$ cat config.mk
export PLATFORM = sky130hd
export DESIGN_NAME = uart_rx
export DESIGN_NICKNAME = d
export VERILOG_FILES = /design/src/rtl/uart_pkg.sv /design/src/rtl/uart_baud_tick.sv /design/src/rtl/uart_rx.sv
export SDC_FILE = /design/constraint.sdc
export NUM_CORES = 1
export LEC_CHECK = 0
export BUFFER_PORTS_ARGS = -buffer_cell sky130_fd_sc_hd__buf_2
export CAP_MARGIN = 10
export CORE_MARGIN = 4
export CORE_UTILIZATION = 54
export CTS_CLUSTER_DIAMETER = 50
export DETAILED_ROUTE_END_ITERATION = 6
export PLACE_DENSITY = 0.8
export SETUP_SLACK_MARGIN = 0.4
export SLEW_MARGIN = 0
export SYNTH_ARGS = -nofsm -noshare
export SYNTH_HDL_FRONTEND = slang
export SYNTH_SLANG_ARGS = --single-unit
$ cat constraint.sdc
create_clock -name clk -period 2.74 [get_ports clk]
set_input_delay 0.137 -clock clk [delete_from_list [all_inputs] [get_ports clk]]
set_output_delay 0.137 -clock clk [all_outputs]
set_load 0.005 [all_outputs]
$ cat src/rtl/uart_pkg.sv
// uart_pkg: shared UART states, frame constants and baud divisor helper
package uart_pkg;
  typedef enum logic [2:0] {IDLE, START, DATA, STOP, WAIT_IDLE} rx_state_e;
  localparam int OVERSAMPLE = 16;
  localparam int DATA_BITS  = 8;
  function automatic int baud_div(input int clk_freq, input int baud, input int os);
    return clk_freq / (baud * os);
  endfunction
endpackage

$ cat src/rtl/uart_baud_tick.sv
// uart_baud_tick: divides clk down to the 16x oversample tick, held in phase by clear
module uart_baud_tick #(
  parameter int DIV = 325
) (
  input  logic clk,
  input  logic rst,
  input  logic clear,
  output logic tick
);
  localparam int W = DIV > 1 ? $clog2(DIV) : 1;
  logic [W-1:0] pcnt_q, pcnt_d;
  // tick on the last count of each period; clear parks the counter at zero
  always_comb begin
    tick   = !clear && pcnt_q == W'(DIV - 1);
    pcnt_d = (clear || tick) ? '0 : pcnt_q + W'(1);
  end
  // period counter
  always_ff @(posedge clk or negedge rst)
    if (!rst) pcnt_q <= '0;
    else pcnt_q <= pcnt_d;
endmodule

$ cat src/rtl/uart_rx.sv
// uart_rx: 8N1 receiver with 16x oversampling, 3-sample majority vote and framing-error report
module uart_rx
  import uart_pkg::*;
#(
  parameter int CLK_FREQ  = 50000000,
  parameter int BAUD_RATE = 9600,
  parameter int DIV       = baud_div(CLK_FREQ, BAUD_RATE, OVERSAMPLE)
) (
  input  logic                 clk,
  input  logic                 rst,
  input  logic                 rx,
  output logic [DATA_BITS-1:0] rx_dat,
  output logic                 rx_valid,
  output logic                 frame_err,
  output logic                 busy
);
  rx_state_e            state_q, state_d;
  logic [1:0]           sync_q, sync_d;
  logic                 prev_q, prev_d;
  logic [3:0]           scnt_q, scnt_d, scnt_n;
  logic [2:0]           bcnt_q, bcnt_d;
  logic [1:0]           vote_q, vote_d;
  logic [DATA_BITS-1:0] shreg_q, shreg_d, rx_dat_q, rx_dat_d;
  logic                 rx_valid_q, rx_valid_d, frame_err_q, frame_err_d;
  logic                 rxs, tick, bit_v, decide;
  assign rxs = sync_q[1];
  uart_baud_tick #(.DIV(DIV)) u_tick (
    .clk  (clk),
    .rst  (rst),
    .clear(state_q == IDLE || state_q == WAIT_IDLE),
    .tick (tick)
  );
  // next state: edge detect, sample collection, majority decision at sample 9
  always_comb begin
    sync_d      = {sync_q[0], rx};
    prev_d      = rxs;
    state_d     = state_q;
    scnt_d      = scnt_q;
    bcnt_d      = bcnt_q;
    vote_d      = vote_q;
    shreg_d     = shreg_q;
    rx_dat_d    = rx_dat_q;
    rx_valid_d  = 1'b0;
    frame_err_d = 1'b0;
    scnt_n      = scnt_q + 4'd1;
    bit_v       = (vote_q[0] & vote_q[1]) | (vote_q[0] & rxs) | (vote_q[1] & rxs);
    decide      = tick && scnt_n == 4'd9;
    if (state_q == IDLE) begin
      scnt_d  = '0;
      bcnt_d  = '0;
      state_d = (prev_q && !rxs) ? START : IDLE;
    end else if (state_q == WAIT_IDLE) begin
      state_d = rxs ? IDLE : WAIT_IDLE;
    end else if (tick) begin
      scnt_d    = scnt_n;
      vote_d[0] = scnt_n == 4'd7 ? rxs : vote_q[0];
      vote_d[1] = scnt_n == 4'd8 ? rxs : vote_q[1];
    end
    if (decide) begin
      unique case (state_q)
        START: state_d = bit_v ? IDLE : DATA;
        DATA: begin
          shreg_d = {bit_v, shreg_q[DATA_BITS-1:1]};
          bcnt_d  = bcnt_q + 3'd1;
          state_d = bcnt_q == 3'(DATA_BITS - 1) ? STOP : DATA;
        end
        STOP: begin
          rx_valid_d  = bit_v;
          frame_err_d = !bit_v;
          rx_dat_d    = bit_v ? shreg_q : rx_dat_q;
          state_d     = bit_v ? IDLE : WAIT_IDLE;
        end
        default: ;
      endcase
    end
  end
  // state and datapath registers; sync flops reset to the idle line level
  always_ff @(posedge clk or negedge rst)
    if (!rst) begin
      state_q     <= IDLE;
      sync_q      <= 2'b11;
      prev_q      <= 1'b1;
      scnt_q      <= '0;
      bcnt_q      <= '0;
      vote_q      <= '0;
      shreg_q     <= '0;
      rx_dat_q    <= '0;
      rx_valid_q  <= 1'b0;
      frame_err_q <= 1'b0;
    end else begin
      state_q     <= state_d;
      sync_q      <= sync_d;
      prev_q      <= prev_d;
      scnt_q      <= scnt_d;
      bcnt_q      <= bcnt_d;
      vote_q      <= vote_d;
      shreg_q     <= shreg_d;
      rx_dat_q    <= rx_dat_d;
      rx_valid_q  <= rx_valid_d;
      frame_err_q <= frame_err_d;
    end
  assign rx_dat    = rx_dat_q;
  assign rx_valid  = rx_valid_q;
  assign frame_err = frame_err_q;
  assign busy      = state_q != IDLE;
endmodule

## Yosys cells after proc, flatten, opt, wreduce, memory -nomap -nowiden

Index checks and enable logic that the tools add are counted.

| storage, ports and cells | value |
|---|---|
| word-level logic and storage cells | 68 |
| input bits | 3 |
| register bits | 42 |

| operators by class | value |
|---|---|
| equality and inequality tests | 10 |
| reduce and logical (&&, ||, !) cells | 16 |
| bitwise operators | 7 |
| add/sub/neg operators | 3 |
| muxes and demuxes | 20 |

Operators by type and width:

| cell | count |
|---|---|
| $mux W3 | 8 |
| $mux W4 | 3 |
| $add A9 B1 Y9 const B | 1 |
| $eq A9 B9 Y1 const B | 1 |
| $mux W9 | 1 |
| $pmux W3 S3 | 1 |
| $eq A4 B4 Y1 const B | 2 |
| $reduce_and A4 Y1 | 2 |
| $eq A3 B2 Y1 const B | 2 |
| $eq A3 B3 Y1 const B | 2 |
| $mux W1 | 6 |
| $add A4 B1 Y4 const B | 1 |
| $eq A4 B3 Y1 const B | 1 |
| $reduce_and A2 Y1 | 2 |
| $add A3 B1 Y3 const B | 1 |
| $and A1 B1 Y1 | 3 |
| $eq A3 B1 Y1 const B | 1 |
| $logic_and A1 B1 Y1 | 3 |
| $logic_not A1 Y1 | 3 |
| $logic_not A3 Y1 | 1 |
| $reduce_and A3 Y1 | 1 |
| $reduce_bool A3 Y1 | 1 |
| $logic_or A1 B1 Y1 | 2 |
| $mux W2 | 1 |
| other kinds (4) | 6 |

## Longest topological paths before layout

| logic depth | value |
|---|---|
| depth in word-level cells | 7 |
| mapped depth | 8 |
| mapped depth without buffers | 7 |

## Hierarchy

A second synthesis with hierarchy kept.

| unflattened totals | value |
|---|---|
| cell total of the unflattened synthesis | 163 |
| area total of the unflattened synthesis | 1973.1 um2 |

Modules (own cells, without submodules):

| module | cells each | seq. area each (um2) | area an instance (um2) | times used |
|---|---|---|---|---|
| uart_rx | 117 | 829.5 | 1515.2 | 1 |
| uart_baud_tick | 46 | 225.2 | 457.9 | 1 |

## Worst setup path after synthesis

Ideal clock, no wire load.

| timing path | value |
|---|---|
| kind | reg2reg |
| start point | register scnt_q[0] |
| end point | register shreg_q[3] |
| library setup time | 0.125 ns |
| clock period less this slack | 2.066 ns |
| arrival | 1.941 ns |
| slack | 0.674 ns |
| required time | 2.615 ns |
| cell stages (with the launch flop) | 8 |
| cell sequence | dfrtp_1 > inv_1 > ha_1 > nor2b_1 > nand4b_4 > a2111oi_4 > buf_6 > mux2_4 |

| on the way | value |
|---|---|
| cells in the longest elaborated chain, start to end | 4 |

Ends and longest elaborated chain:

| what | RTL line | source |
|---|---|---|
| start, declared | uart_rx.sv:20 | `logic [3:0] scnt_q, scnt_d, scnt_n;` |
| start signal, assigned | uart_rx.sv:94 | `scnt_q <= scnt_d;` |
| $add A4 B1 Y4 | uart_rx.sv:45 | `scnt_n = scnt_q + 4'd1;` |
| $eq A4 B4 Y1 | uart_rx.sv:47 | `decide = tick && scnt_n == 4'd9;` |
| $logic_and A1 B1 Y1 | uart_rx.sv:47 |  |
| $reduce_and A2 Y1 (no line) | n/a |  |
| end signal, assigned | uart_rx.sv:97 | `shreg_q <= shreg_d;` |
| end, declared | uart_rx.sv:23 | `logic [DATA_BITS-1:0] shreg_q, shreg_d, rx_dat_q, rx_dat_d;` |

No other way between the ends.
A chain may end at the register's enable or synchronous reset.

## Final worst setup path

| timing path | value |
|---|---|
| start point | register scnt_q[0] |
| end point | register shreg_q[0] |

The elaborated chain is that of the path after synthesis.

==> reports/qor.csv <==
stage;metric;value;unit
status;result of the run;finished, final reports clean;
setup_path;Crit. Startpoint;scnt_q[0];
global_route;via count of the first global-routing pass;1228;
floorplanning;std cell rows;21;
clock_network;CTS clock-pin slew for the worst setup and hold paths;0.08;ns
clock_network;CTS tree;yes;
cells_and_area;footprint of the multi-input gates;865;µm²
cells_and_area;area delta synth->final;13.3;%
yosys;largest cells by area after synthesis;sky130_fd_sc_hd__dfrtp_1, sky130_fd_sc_hd__mux2_2, sky130_fd_sc_hd__ha_1;
cells_and_area;ant diodes;0;
placement;final HPWL from detailed placement;2.46;mm
setup_path;slack of the worst reg-to-reg path;0.53;ns
yosys;number of nets produced by synthesis;173;
floorplanning;die outline area;4710;µm²
cells_and_area;final net count;191;
cells_and_area;Layout Utilization;65.4;%
floorplanning;Die H;68.6;µm
yosys;cell area after synthesis;1990;µm²
global_route;first-pass GRT wire length;6.07;mm
global_route;number of antenna violations at the first check in global routing;0;
clock_network;CTS buffer count;5;
hold_path;class of the worst hold path;flip-flop to flip-flop;
timing;Period Utilization, post-route;80.5;%
yosys;share of the yosys chip area belonging to registers;53.1;%
global_route;GRT Residual Overflow;0;
yosys;proportion of synthesized area in mux cells;13.2;%
drt;First DRT Iteration DRCs;70;
drt;detail-routed via count per cell;5.44;
drt;drt pass-1 iters;4;
yosys;most frequent cells after synthesis;sky130_fd_sc_hd__dfrtp_1, sky130_fd_sc_hd__nor2_1, sky130_fd_sc_hd__mux2_2;
hold_path;count of cells along the worst hold path;0;
setup_path;cell count of the worst reg-to-reg path;7;
pwr;Max VDD drop;0.563;mV
yosys;FF+latch count, synth;42;
clock_network;clock sink count;42;
yosys;synthesized-area fraction occupied by ao, oa, aoi and oai cells;6.24;%
timing;shortest clock period the worst path allows after layout;2.21;ns
drt;routed vias;1236;
timing;worst clock skew;0.00634;ns
setup_path;type of the setup path with the least slack;flip-flop to flip-flop;
setup_path;Worst EP required;2.92;ns
setup_path;peak fanout along the critical path;13;
global_route;pin count of the biggest net entering global routing;43;
clock_network;Clock Path Buffers;2;
pwr;power density over the cells;646;nW/µm²
setup_path;launching point of the worst reg2reg path;scnt_q[0];
setup_path;kind of end point of the critical path;flip-flop;
cells_and_area;area taken by flip-flops and latches;1050;µm²
placement;placer congestion estimate;0.812;
setup_path;arrival time of data at the critical path endpoint;2.38;ns
drt;detailed-route wire length per cell;15.3;µm
yosys;number of synthesized flops with an enable pin;0;
yosys;arithmetic-cell share of the synthesized area counting full adders, half adders and majority gates;5.55;%
setup_path;endpoint of the lowest-slack register-to-register path;shreg_q[0];
floorplanning;area of the core;3440;µm²
timing;# setup viols final;0;
yosys;post-synthesis cell type with the largest combined area;sky130_fd_sc_hd__dfrtp_1;
yosys;Gate Count Post-Synth;162;
placement;count of port buffers added during placement;13;
cells_and_area;fraction of final layout cells sized beyond drive strength 1;28.7;%
yosys;largest family of logic cells by synthesized area;simple AND/OR/NAND/NOR gates;
placement;total instance count after detailed placement;217;
floorplanning;starting density of the core;57.7;%
clock_network;clock insertion delay at the later pin of the skew report;0.29;ns
yosys;area share of xor/xnor cells in the synthesized design;3.53;%
yosys;cell with the most instances after synthesis;sky130_fd_sc_hd__dfrtp_1;
floorplanning;I/O pin cnt;14;
timing;minimum hold slack;0.360;ns
cells_and_area;Fillers;261;
job;max-cap check violation count;0;
timing;maximum clock rate;0.453;GHz
yosys;post-synth top area share;49.1;%
yosys;simple-gate area share of the yosys netlist;14.9;%
yosys;synthesis warning total;0;
timing;Final Max Tran Viols;0;
pwr;reported leakage power;1.11;nW
clock_network;maximum level of the CTS H-tree;2;
clock_network;cell at the root of the clock tree;sky130_fd_sc_hd__clkbuf_8;
yosys;most common flop cell mapped by yosys;sky130_fd_sc_hd__dfrtp_1;
global_route;global-route usage over all layers;17.9;%
timing;Max-Slew Margin vs Limit;39.7;%
drt;total wirelength of the detailed-routed design;3.47;mm
yosys;average cell area after synthesis;12.3;µm²
floorplanning;die extent in x;68.6;µm
timing;unrepaired setup endpoints after global routing;false;
setup_path;capturing instance or port of the critical path;shreg_q[0];
drt;Final ANT Viol Nets;0;
yosys;Async S/R FF share, synth;100;%
setup_path;startpoint kind of the worst setup timing path;flip-flop;
timing;Slew @ Worst Pin;0.905;ns
yosys;Unique masters post-synth;42;
timing;setup_tns;0;ns
timing;final-report hold violation count;0;
cells_and_area;Final Instance Count excl. Fillers;227;
pwr;Tot Pwr;0.00145;W
drt;DRC;0;
## metal layers
metal | part of all wire (%) | global-route usage [%] | up-vias | wire [µm]
met5 | 0 | 0 | - | 0
met1 | 45 | 23.1 | 616 | 1570
li1 | - | - | 595 | -
met3 | 2.8 | 4.54 | 10 | 98
met4 | 2.2 | 7.69 | 0 | 76
met2 | 50 | 28.5 | 15 | 1730
## flip-flops by register name, summed over array words and instances (netlist names)
register / count
bcnt_q: 3
frame_err: 1
prev_q: 1
rx_dat: 8
rx_valid: 1
scnt_q: 4
shreg_q: 8
state_q: 3
sync_q: 2
u_tick.pcnt_q: 9
vote_q: 2
## kinds of logic after synthesis
logic type | after synthesis
AO/OA/AOI/OAI | 15
XOR/XNOR | 8
adder cells (fa/ha/maj) | 9
buffers and inverters | 14
flip-flops | 42
multiplexers | 22
AND/OR/NAND/NOR | 52
## layout by cell type (no fill, tap or decap), types with 2 or more instances in the layout
master	synthesis	layout
sky130_fd_sc_hd__o21ai_0	4	4
sky130_fd_sc_hd__bufinv_16	0	2
sky130_fd_sc_hd__a21oi_1	2	2
sky130_fd_sc_hd__nand2_1	11	11
sky130_fd_sc_hd__dfstp_2	3	3
sky130_fd_sc_hd__inv_1	9	9
sky130_fd_sc_hd__dfrtp_1	39	39
sky130_fd_sc_hd__xor2_1	7	7
sky130_fd_sc_hd__buf_2	1	13
sky130_fd_sc_hd__nor2_1	15	15
sky130_fd_sc_hd__dlygate4sd3_1	0	2
sky130_fd_sc_hd__mux2_2	14	14
sky130_fd_sc_hd__nand2b_1	2	2
sky130_fd_sc_hd__mux2_4	5	5
sky130_fd_sc_hd__nand4_1	3	3
sky130_fd_sc_hd__ha_1	8	8
sky130_fd_sc_hd__nand3_1	8	8
sky130_fd_sc_hd__mux2i_1	3	3
sky130_fd_sc_hd__clkbuf_8	0	6
## what timing repair did
action                                  4_1_cts  5_1_grt
setup buffers                                 0        0
endpoints found under the setup margin        0       12
hold buffers                                  2        0
resized for setup                             0        3
endpoints found under the hold margin        40        0
## worst max-delay path: stages (launching register included)
cell and delay (ns):
sky130_fd_sc_hd__dfrtp_1 0.46, sky130_fd_sc_hd__inv_1 0.12, sky130_fd_sc_hd__ha_1 0.14, sky130_fd_sc_hd__nor2b_1 0.27, sky130_fd_sc_hd__nand4b_4 0.16, sky130_fd_sc_hd__a2111oi_4 0.36, sky130_fd_sc_hd__buf_6 0.23, sky130_fd_sc_hd__mux2_2 0.35
## cell type report
| type | instances | share of cell area, % |
|---|---|---|
| clock inverter | 2 | 2.67 |
| clock buffer | 6 | 3.67 |
| inverter | 9 | 1.50 |
| tap | 46 | 2.56 |
| sequential | 42 | 46.9 |
| timing repair buffer | 16 | 4.28 |
| multi-input combinational | 106 | 38.4 |
## metrics by stage
step | setup slack, ns | cell area, µm²
detailed placement | 0.446 | 2080
CTS | 0.428 | 2240
global placement | 0.570 | 2080
finish | 0.535 | 2250
global route | 0.406 | 2250
floorplan | 0.674 | 1990
## power breakdown
group / switching (W) / internal (W) / leakage [nW] / total (W)
Clock: 0.000205 / 0.000388 / 0.0714 / 0.000593
Sequential: 0.0000544 / 0.000660 / 0.566 / 0.000715
Combinational: 0.0000834 / 0.0000623 / 0.472 / 0.000146
## worst min path at each step
stage                     startpoint   endpoint  slack (ns)
after floorplan                  rst  bcnt_q[0]       -0.16
final                      sync_q[0]  sync_q[1]        0.36
after detailed placement          rx  sync_q[0]        0.25
after CTS                  sync_q[0]  sync_q[1]        0.36
after global routing       sync_q[0]  sync_q[1]        0.37
after global placement            rx  sync_q[0]        0.24
(Power assumes the default switching activity.)
